--- src/rtl/ps2_key_receiver.sv ---
// PS/2 keyboard receiver: synchronises and filters the PS/2 lines, frames 11-bit words
// and turns Set-2 make/break sequences into a held key_code. Optional macro: PS2_PARITY_CHECK_EN.
module ps2_key_receiver #(
    parameter int FILTER_LEN  = 8,
    parameter int TIMEOUT_CYC = 50000
) (
    input  logic       clk,
    input  logic       rst,
    input  logic       ps2_clk,
    input  logic       ps2_data,
    output logic [7:0] key_code,
    output logic       key_valid,
    output logic       frame_err
);

    localparam int FW = $clog2(FILTER_LEN + 1);
    localparam int TW = $clog2(TIMEOUT_CYC + 1);

    typedef enum logic [1:0] {
        IDLE,
        DATA,
        PARITY,
        STOP
    } state_t;

    logic [1:0]    clk_sync_reg;
    logic [1:0]    data_sync_reg;
    logic [FW-1:0] filt_cnt_reg;
    logic          filt_clk_reg;
    logic          fall_reg;

    state_t        state_reg;
    logic [2:0]    bit_cnt_reg;
    logic [7:0]    shift_reg;
    logic [TW-1:0] tmo_cnt_reg;
    logic          brk_flag_reg;
    logic          ext_flag_reg;
    logic [7:0]    key_code_reg;
    logic          key_valid_reg;
    logic          frame_err_reg;
`ifdef PS2_PARITY_CHECK_EN
    logic          parity_reg;
    logic          parity_ok;
    assign parity_ok = ^{shift_reg, parity_reg};
`endif

    logic data_bit;
    assign data_bit = data_sync_reg[1];

    // Lines idle high, so synchronisers and filter come out of reset at 1.
    always_ff @(posedge clk or posedge rst) begin
        if (rst) begin
            clk_sync_reg  <= 2'b11;
            data_sync_reg <= 2'b11;
            filt_cnt_reg  <= '0;
            filt_clk_reg  <= 1'b1;
            fall_reg      <= 1'b0;
        end else begin
            clk_sync_reg  <= {clk_sync_reg[0], ps2_clk};
            data_sync_reg <= {data_sync_reg[0], ps2_data};
            fall_reg      <= 1'b0;
            if (clk_sync_reg[1] == filt_clk_reg) begin
                filt_cnt_reg <= '0;
            end else if (filt_cnt_reg == FW'(FILTER_LEN - 1)) begin
                filt_clk_reg <= clk_sync_reg[1];
                filt_cnt_reg <= '0;
                fall_reg     <= filt_clk_reg;
            end else begin
                filt_cnt_reg <= filt_cnt_reg + 1'b1;
            end
        end
    end

    always_ff @(posedge clk or posedge rst) begin
        if (rst) begin
            state_reg     <= IDLE;
            bit_cnt_reg   <= '0;
            shift_reg     <= '0;
            tmo_cnt_reg   <= '0;
            brk_flag_reg  <= 1'b0;
            ext_flag_reg  <= 1'b0;
            key_code_reg  <= 8'h00;
            key_valid_reg <= 1'b0;
            frame_err_reg <= 1'b0;
`ifdef PS2_PARITY_CHECK_EN
            parity_reg    <= 1'b0;
`endif
        end else begin
            key_valid_reg <= 1'b0;
            frame_err_reg <= 1'b0;

            if (state_reg != IDLE && !fall_reg) begin
                tmo_cnt_reg <= tmo_cnt_reg + 1'b1;
            end else begin
                tmo_cnt_reg <= '0;
            end

            if (state_reg != IDLE && !fall_reg && tmo_cnt_reg == TW'(TIMEOUT_CYC - 1)) begin
                frame_err_reg <= 1'b1;
                state_reg     <= IDLE;
            end else begin
                case (state_reg)
                    IDLE: begin
                        bit_cnt_reg <= '0;
                        if (fall_reg) begin
                            if (!data_bit) begin
                                state_reg <= DATA;
                            end else begin
                                frame_err_reg <= 1'b1;
                            end
                        end
                    end
                    DATA: begin
                        if (fall_reg) begin
                            shift_reg   <= {data_bit, shift_reg[7:1]};
                            bit_cnt_reg <= bit_cnt_reg + 1'b1;
                            if (bit_cnt_reg == 3'd7) begin
                                state_reg <= PARITY;
                            end
                        end
                    end
                    PARITY: begin
                        if (fall_reg) begin
`ifdef PS2_PARITY_CHECK_EN
                            parity_reg <= data_bit;
`endif
                            state_reg  <= STOP;
                        end
                    end
                    STOP: begin
                        if (fall_reg) begin
                            state_reg <= IDLE;
                            if (!data_bit) begin
                                frame_err_reg <= 1'b1;
`ifdef PS2_PARITY_CHECK_EN
                            end else if (!parity_ok) begin
                                frame_err_reg <= 1'b1;
`endif
                            end else if (shift_reg == 8'hE0) begin
                                ext_flag_reg <= 1'b1;
                            end else if (shift_reg == 8'hF0) begin
                                brk_flag_reg <= 1'b1;
                            end else if (ext_flag_reg) begin
                                // Extended keys are consumed here and never reach key_code.
                                ext_flag_reg <= 1'b0;
                                brk_flag_reg <= 1'b0;
                            end else if (brk_flag_reg) begin
                                if (shift_reg == key_code_reg) begin
                                    key_code_reg <= 8'h00;
                                end
                                brk_flag_reg <= 1'b0;
                            end else begin
                                key_code_reg  <= shift_reg;
                                key_valid_reg <= 1'b1;
                            end
                        end
                    end
                    default: state_reg <= IDLE;
                endcase
            end
        end
    end

    assign key_code  = key_code_reg;
    assign key_valid = key_valid_reg;
    assign frame_err = frame_err_reg;

endmodule

--- config.mk ---
export PLATFORM = sky130hd
export DESIGN_NAME = ps2_key_receiver
export DESIGN_NICKNAME = d
export VERILOG_FILES = /design/src/rtl/ps2_key_receiver.sv
export SDC_FILE = /design/constraint.sdc
export NUM_CORES = 1
export LEC_CHECK = 0
export ABC_CLOCK_PERIOD_IN_PS = 2600
export CAP_MARGIN = 40
export CORE_ASPECT_RATIO = 0.75
export CORE_MARGIN = 3
export CORE_UTILIZATION = 30
export CTS_BUF_LIST = sky130_fd_sc_hd__clkbuf_16
export CTS_CLUSTER_DIAMETER = 100
export DETAILED_ROUTE_END_ITERATION = 8
export PLACE_DENSITY_LB_ADDON = 0.15
export SETUP_SLACK_MARGIN = 0.2
export SYNTH_ARGS = -nofsm -noshare
export SYNTH_HDL_FRONTEND = slang
export SYNTH_SLANG_ARGS = --single-unit
--- constraint.sdc ---
create_clock -name clk -period 2.6 [get_ports clk]
set_input_delay 0.39 -clock clk [delete_from_list [all_inputs] [get_ports clk]]
set_output_delay 0.39 -clock clk [all_outputs]
set_load 0.03 [all_outputs]
* Word level (Yosys, flattened, before mapping) *
Cells that the tools add are included.

operators by class
  reductions and logical operators = 13
  equality and inequality tests = 19
  bitwise logic cells = 5
  multiplexer cells = 34
  $add $sub $neg = 3

operator list
  kind                   count
  $mux 1                 18
  $ne 3x3->1 const B     6
  $add 16x1->16 const B  1
  $eq 16x16->1 const B   1
  $eq 8x8->1 const B     2
  $mux 16                1
  $mux 8                 2
  $mux 2                 7
  $reduce_and 5->1       2
  $eq 8x8->1             1
  $mux 4                 2
  $pmux 2 s4             1
  $reduce_and 8->1       1
  $pmux 3 s2             1
  $reduce_and 3->1       2
  $reduce_and 6->1       1
  $not 1->1              5
  $add 4x1->4 const B    1
  $eq 2x2->1 const B     2
  $eq 4x3->1 const B     1
  $ne 2x2->1 const B     2
  $reduce_bool 2->1      2
  $add 3x1->3 const B    1
  $eq 3x3->1 const B     1
  9 further kinds        10

word-level totals
  output and inout port bits = 10
  word-level logic and storage cells = 88
  bits of input ports = 4
  flip-flop bits (word level) = 51

* Depth between registers and ports, before layout *
Gate-level depths: netlist of run 1.

  word-level depth = 8
  gate-level depth with buffers = 7
  depth with buffers taken out = 6

* Worst setup path after synthesis of run 1 *
Ideal clock, no wire load.

  path type = register -> register
  from = register tmo_cnt_reg[2]
  to = register tmo_cnt_reg[13]
  path slack = 0.921 ns
  period minus slack after synthesis = 1.679 ns
  setup time = 0.077 ns
  cell stages (with the launch flop) = 6
  buffers on the path = 1
  arrival = 1.601 ns
  required time = 2.523 ns
  cells stage by stage = dfrtp_1 -> nand3_2 -> or3_1 -> clkbuf_2 -> or4_1 -> a21oi_1

between the ends
  longest elaborated chain between the ends = 2

ends and longest elaborated chain
  item                    line  RTL
  start, declared         35    logic [TW-1:0] tmo_cnt_reg;
  start signal, assigned  93    tmo_cnt_reg <= tmo_cnt_reg + 1'b1;
  $add 16x1->16           93
  $mux 16                 92    if (state_reg != IDLE && !fall_reg) begin

No other way between the ends.
A chain may end at the register's enable or synchronous reset.

* Worst setup path after layout of run 1 *
  from = register state_reg[1]
  to = register key_code_reg[5] (netlist: key_code[5])

between the ends
  longest elaborated chain between the ends = 5
  elaborated cells on any way between the ends = 6
  classes of those cells = eq/ne (1); bitwise (1); reduce/logical (4)

ends and longest elaborated chain
  item                             line  RTL
  start, declared                  32    state_t state_reg;
  start signal, assigned           76    state_reg <= IDLE;
  start signal, assigned           100   state_reg <= IDLE;
  start signal, assigned           107   state_reg <= DATA;
  $reduce_bool 2->1                98    if (state_reg != IDLE && !fall_reg && tmo_cnt_reg == TW'(TIMEOUT_CYC - 1)) begin
  $logic_and 1x1->1 (2 in series)  98
  $not 1->1 (no line)              n/a
  $reduce_and 8->1 (no line) *     n/a
  end signal, assigned             153   key_code_reg <= shift_reg;
  end, declared                    38    logic [7:0] key_code_reg;

Every way passes the cells marked *; elsewhere a longest branch is shown, timed or not.

==> results of run 1 <==
## power groups by stage
stage	clock network (mW)	logic [mW]	registers, mW
floorplan	0	0.317	0.930
global placement	0	0.402	0.941
detailed placement	0	0.394	0.943
CTS	0.675	0.396	0.928
global route	0.716	0.443	0.938
finish	0.654	0.386	0.928
## final cells by class
cell class	instances	area [sq um]
repair buffers	15	145
fillers	755	4770
multi-input cells	154	1070
inverters	8	30.0
well taps	101	126
clock inverters	3	20.0
flip-flops and latches	51	1280
clock buffers	5	125
## worst max path at each step
stage | to | cells past startpoint
final | key_code[5] | 5
after global routing | state_reg[0] | 6
after global placement | state_reg[0] | 6
after floorplan | tmo_cnt_reg[13] | 5
after CTS | state_reg[0] | 6
after detailed placement | state_reg[0] | 6
## per-layer routing
metal / global-route usage (%) / part of all wire (%)
met1: 18.5 / 57
met5: 0 / 0
met4: 3.40 / 0.75
met3: 3.02 / 3.3
met2: 13.0 / 39
## layout by cell type, fill, tap and decap left out, drive strengths merged, types with 4 or more instances in the layout
cell / count
nand2: 14
a21oi: 6
inv: 8
mux2: 10
dfstp: 5
nor4: 5
clkbuf: 5
xnor2: 19
nor2: 25
nand3: 8
a22oi: 8
o21ai: 11
nand4: 6
dfrtp: 46
clkdlybuf4s50: 13
nor3: 4
ha: 8
## kinds of logic (layout without fill, tap and decap cells)
family,after synthesis,in the layout,synth area share (%)
XOR/XNOR,22,22,8.00
buffers and inverters,14,31,2.28
flip-flops,51,51,53.2
multiplexers,11,11,5.09
adder cells (fa/ha/maj),8,8,4.15
AND/OR/NAND/NOR,77,77,16.5
AO/OA/AOI/OAI,36,36,10.7
## through the flow
stage / utilization, % / hold slack, ps / worst slack [ps] / instance area, sq um / power (mW)
after floorplan: - / 345 / 921 / 2410 / 1.25
after global placement: 35.1 / 347 / 757 / 2660 / 1.34
after detailed placement: 35.1 / 348 / 748 / 2660 / 1.34
after CTS: 37.0 / 358 / 742 / 2800 / 2.00
after global routing: 37.0 / 359 / 582 / 2800 / 2.10
final: 37.0 / 356 / 783 / 2800 / 1.97
==> qor.yml, run 1 <==
postCtsSetupBuffers: 0
drc: 0
routabilityCongestion: 0.797
final_cells: 337
die_h_um: 83.6
diodes: 0
crit_fanout: 9
tightest_slew_ps: 617
crit_buf_inv: 0
largest_reg_flops: 16
setup-tns-final_ps: 0
clkPwrFrac_pct: 33.2
num_rows: 27
wl_per_cell_um: 13.8
finalHoldViolations: 0
synth_top_area_share_pct: 47.8
crit_family: "compound AO/OA/AOI/OAI gates"
status: "completed"
dieWidth_um: 109
syn_avg_cell_area_sq_um: 11.0
r2r_start: "state_reg[1]"
ios: 14
initialDrtViolationCount: 78
syn-num-nets: 231
path_cells: "ha_1 -> nand3_1 -> a2111oi_4 -> a22oi_1 -> o21ai_0"
p_sw_share_pct: 29.5
num_vias: 1635
area_growth_pct: 16.3
relSlewSlack_pct: 58.9
clk_pin_slew_worst_paths_ps: 70
cp.required_ps: 2810
cts_buffers: 5
grt.total_usage_pct: 11.0
power.switching_mw: 0.581
cts_buffer_depth: 2
via_per_inst: 4.85
critPathMaxStageDelay_ps: 660
h-tree-depth: 2
drv_cap: 0
rr_worst_depth: 5
finalCritPeriodShare_pct: 69.9
setup_viol: 0
ff2ff_setup_slack_ps: 780
clock-sinks: 51
yosys_warnings: 0
cp-end-kind: "flop"
initial_utilization_pct: 31.8
async_flop_share_pct: 100
powerDensity_mw_per_mm2: 703
grt_setup_unrepaired: "false"
ys_seq_elements: 51
synth_flop_cell: "dfrtp_1"
mappedNetlistArea_sq_mm: 0.00241
internal_power_mw: 1.39
worstSkewPairLatency_ps: 290
post-synth-top-area-cell: "dfrtp_1"
dp.cells: 329
grt_pass1_vias: 1492
clock_skew_ps: 7.42
worstSetupPathType: "flop to flop"
min_period_ps: 1820
post-synth-top-count-cell: "dfrtp_1"
crit_arrival_ps: 2030
synthTopCellsByArea: "dfrtp_1 48%, xnor2_1 6.9%, dfstp_2 5.5%"
postCtsHoldBufs: 0
tritoncts: "built"
p_leak_nw: 1.15
seq_power_share_pct: 47.2
grt_pass1_wl_um: 7980
antenna_left: 0
slew_viol_final: 0
ir_drop_mv: 0.341
fmax_mhz: 550
core_area_sq_mm: 0.00757
dp_hpwl_um: 3260
synth_cells: 219
synth-seq-area-share_pct: 53.2
nets: 247
synth_commonest_cells: "46 x dfrtp_1, 25 x nor2_1, 19 x xnor2_1"
hp-class: "flop to flop"
antenna_found_initial: 0
cts_root_buffer: "clkbuf_16"
finalWirelength_um: 4660
post_cts_resized: 0
critPathSlowestCell: "a2111oi_4"
synth_edf_count: 0
drive_above_1_share_pct: 14.4
crit_start: "state_reg[1]"
gr-total-overflow: 0
min_to: "data_sync_reg[1]"
port_buffers: 13
holdPathStages: 0
first_pass_iters: 4
grt_max_degree: 25
rr_endpoint: "key_code[5]"
comb_power_share_pct: 19.6
synth.distinct_cells: 44
dieArea_sq_mm: 0.00916
start_kind: "flop"
hold_start: "data_sync_reg[0]"
No activity file was read; power rests on OpenSTA's default activity.
==> run 2, diff against run 1 <==
ABC_CLOCK_PERIOD_IN_PS = 1800   (was 2600)
clock period = 1.8 ns   (was 2.6 ns; I/O delays follow)
==> qor.yml, run 2 (same netlist as run 1, synthesis figures left out) <==
area_growth_pct: 30.5
initialDrtViolationCount: 60  # -23%
rr_worst_depth: 5  # unchanged
die_h_um: 83.6  # unchanged
slew_viol_final: 0  # unchanged
cp.required_ps: 2020  # -790 ps
initial_utilization_pct: 31.8  # unchanged
powerDensity_mw_per_mm2: 979  # +39%
ff2ff_setup_slack_ps: 120  # -660 ps
r2r_start: "state_reg[0]"
dp_slack_ps: 67.0  # -681 ps
most-common-layout-cells: "44 x dfrtp_1, 26 x buf_4, 23 x nor2_1, 19 x xnor2_1, 11 x nand2_1"
start_kind: "flop"
min_period_ps: 1680  # -137 ps
cp-end-kind: "flop"
p_sw_share_pct: 29.3  # -0.18 points
drive_above_1_share_pct: 31.6  # +17 points
relSlewSlack_pct: 72.8  # +14 points
grt_max_degree: 21  # -16%
crit_fanout: 4  # -5
fmax_mhz: 595  # +8.1%
clock_skew_ps: 7.27  # -0.156 ps
crit_buf_inv: 1  # +1
drv_cap: 0  # unchanged
ios: 14  # unchanged
seq_power_share_pct: 43.5  # -3.7 points
setup-tns-final_ps: 0  # unchanged
via_per_inst: 4.80  # -1.0%
setup_viol: 0  # unchanged
drc: 0  # unchanged
hp-class: "input pin to asynchronous set/reset pin"
internal_power_mw: 2.18  # +57%
power.switching_mw: 0.903  # +56%
worstSkewPairLatency_ps: 290  # about the same
tightest_slew_ps: 408  # -209 ps
antenna_left: 0  # unchanged
diodes: 0  # unchanged
clock-sinks: 51  # unchanged
crit_arrival_ps: 1900  # -130 ps
path_cells: "ha_2 -> buf_4 -> o32a_1 -> or3_4 -> a21oi_2"
largest_reg_flops: 16  # unchanged
dp_hpwl_um: 3210  # -1.3%
utilization_pct: 41.6  # +4.5 points
ir_drop_mv: 0.371  # +8.9%
nets: 274  # +11%
first_pass_iters: 4  # unchanged
status: "completed"
gr-total-overflow: 0  # unchanged
grt_pass1_vias: 1581  # +6.0%
cts_root_buffer: "clkbuf_16"
worstSetupPathType: "flop to flop"
antenna_found_initial: 0  # unchanged
tritoncts: "built"
num_vias: 1748  # +6.9%
fin_ws_ps: 120  # -663 ps
finalCritPeriodShare_pct: 93.3  # +23 points
cts_buffers: 5  # unchanged
clkPwrFrac_pct: 30.6  # -2.6 points
rr_endpoint: "state_reg[1]"
grt_setup_unrepaired: "true"
dieWidth_um: 109  # unchanged
clk_pin_slew_worst_paths_ps: 70  # about the same
critPathMaxStageDelay_ps: 420  # -240 ps
core_area_sq_mm: 0.00757  # unchanged
port_buffers: 13  # unchanged
critPathSlowestCell: "dfrtp_2"
finalWirelength_um: 4820  # +3.5%
routabilityCongestion: 0.771  # -3.3%
grt.total_usage_pct: 11.0  # -0.064 points
cts_buffer_depth: 2  # unchanged
final_common_cell: "dfrtp_1"
finalHoldViolations: 0  # unchanged
crit_family: "compound AO/OA/AOI/OAI gates"
p_leak_nw: 1.38  # +20%
postCtsHoldBufs: 0  # unchanged
num_rows: 27  # unchanged
h-tree-depth: 2  # unchanged
wl_per_cell_um: 13.2  # -4.2%
comb_power_share_pct: 25.9  # +6.3 points
grt_pass1_wl_um: 7960  # -0.26%
dieArea_sq_mm: 0.00916  # unchanged
==> run 2: changes by cell type in the layout (fill, tap and decap cells not counted), sizes merged <==
| cell | delta |
|---|---|
| clkinv | +1 |
| dlygate4sd2 | +8 |
| clkdlybuf4s50 | -9 |
| dlymetal6s2s | +1 |
| buf | +27 |
| clkinvlp | -1 |
==> run 2: routing by layer <==
layer	part of all wire [%]	wire length, um	vias to the layer above	GRT usage, %
met1	52	2480	837	17.1
met2	42	2030	43	14.3
met3	4.9	236	8	2.55
li1	-	-	860	-
met4	1.5	74	0	4.08
met5	0	0	-	0
==> run 2: stage by stage <==
| step | hold slack (ps) | power (mW) | instance area (sq um) | instances |
|---|---|---|---|---|
| after global placement | 346 | 1.98 | 2740 | 338 |
| after floorplan | 274 | 1.81 | 2410 | 219 |
| after global routing | 283 | 3.28 | 3150 | 364 |
| final | 257 | 3.08 | 3150 | 364 |
| after CTS | 266 | 2.98 | 2950 | 351 |
| after detailed placement | 348 | 1.96 | 2740 | 338 |
==> run 2: repair_timing <==
item,CTS,global route
gates cloned,0,1
setup endpoints to repair,23,34
gates resized for setup,17,26
setup buffers,5,12
pin swaps,1,13
==> run 2: layout make-up <==
type | instances | area [sq um]
Clock inverter | 3 | 20.0
Fill cell | 739 | 4420
Multi-Input combinational cell | 154 | 1200
Tap cell | 101 | 126
Clock buffer | 5 | 125
Sequential cell | 51 | 1280
Timing Repair Buffer | 42 | 360
Inverter | 8 | 30.0
==> run 2: how the worst max path moves through the flow <==
stage,depth (start not counted),startpoint,to,slack (ps)
global placement,6,state_reg[1],state_reg[0],30
detailed placement,6,state_reg[1],state_reg[0],70
CTS,6,state_reg[1],state_reg[0],140
finish,5,state_reg[0],state_reg[1],120
global route,6,state_reg[0],state_reg[0],50
floorplan,5,tmo_cnt_reg[5],tmo_cnt_reg[13],150
==> run 2: power by group through the flow <==
stage | clock network [mW] | logic [mW] | registers (mW)
floorplan | 0 | 0.461 | 1.34
global placement | 0 | 0.617 | 1.36
detailed placement | 0 | 0.604 | 1.36
CTS | 0.982 | 0.660 | 1.34
global route | 1.04 | 0.892 | 1.35
finish | 0.943 | 0.798 | 1.34
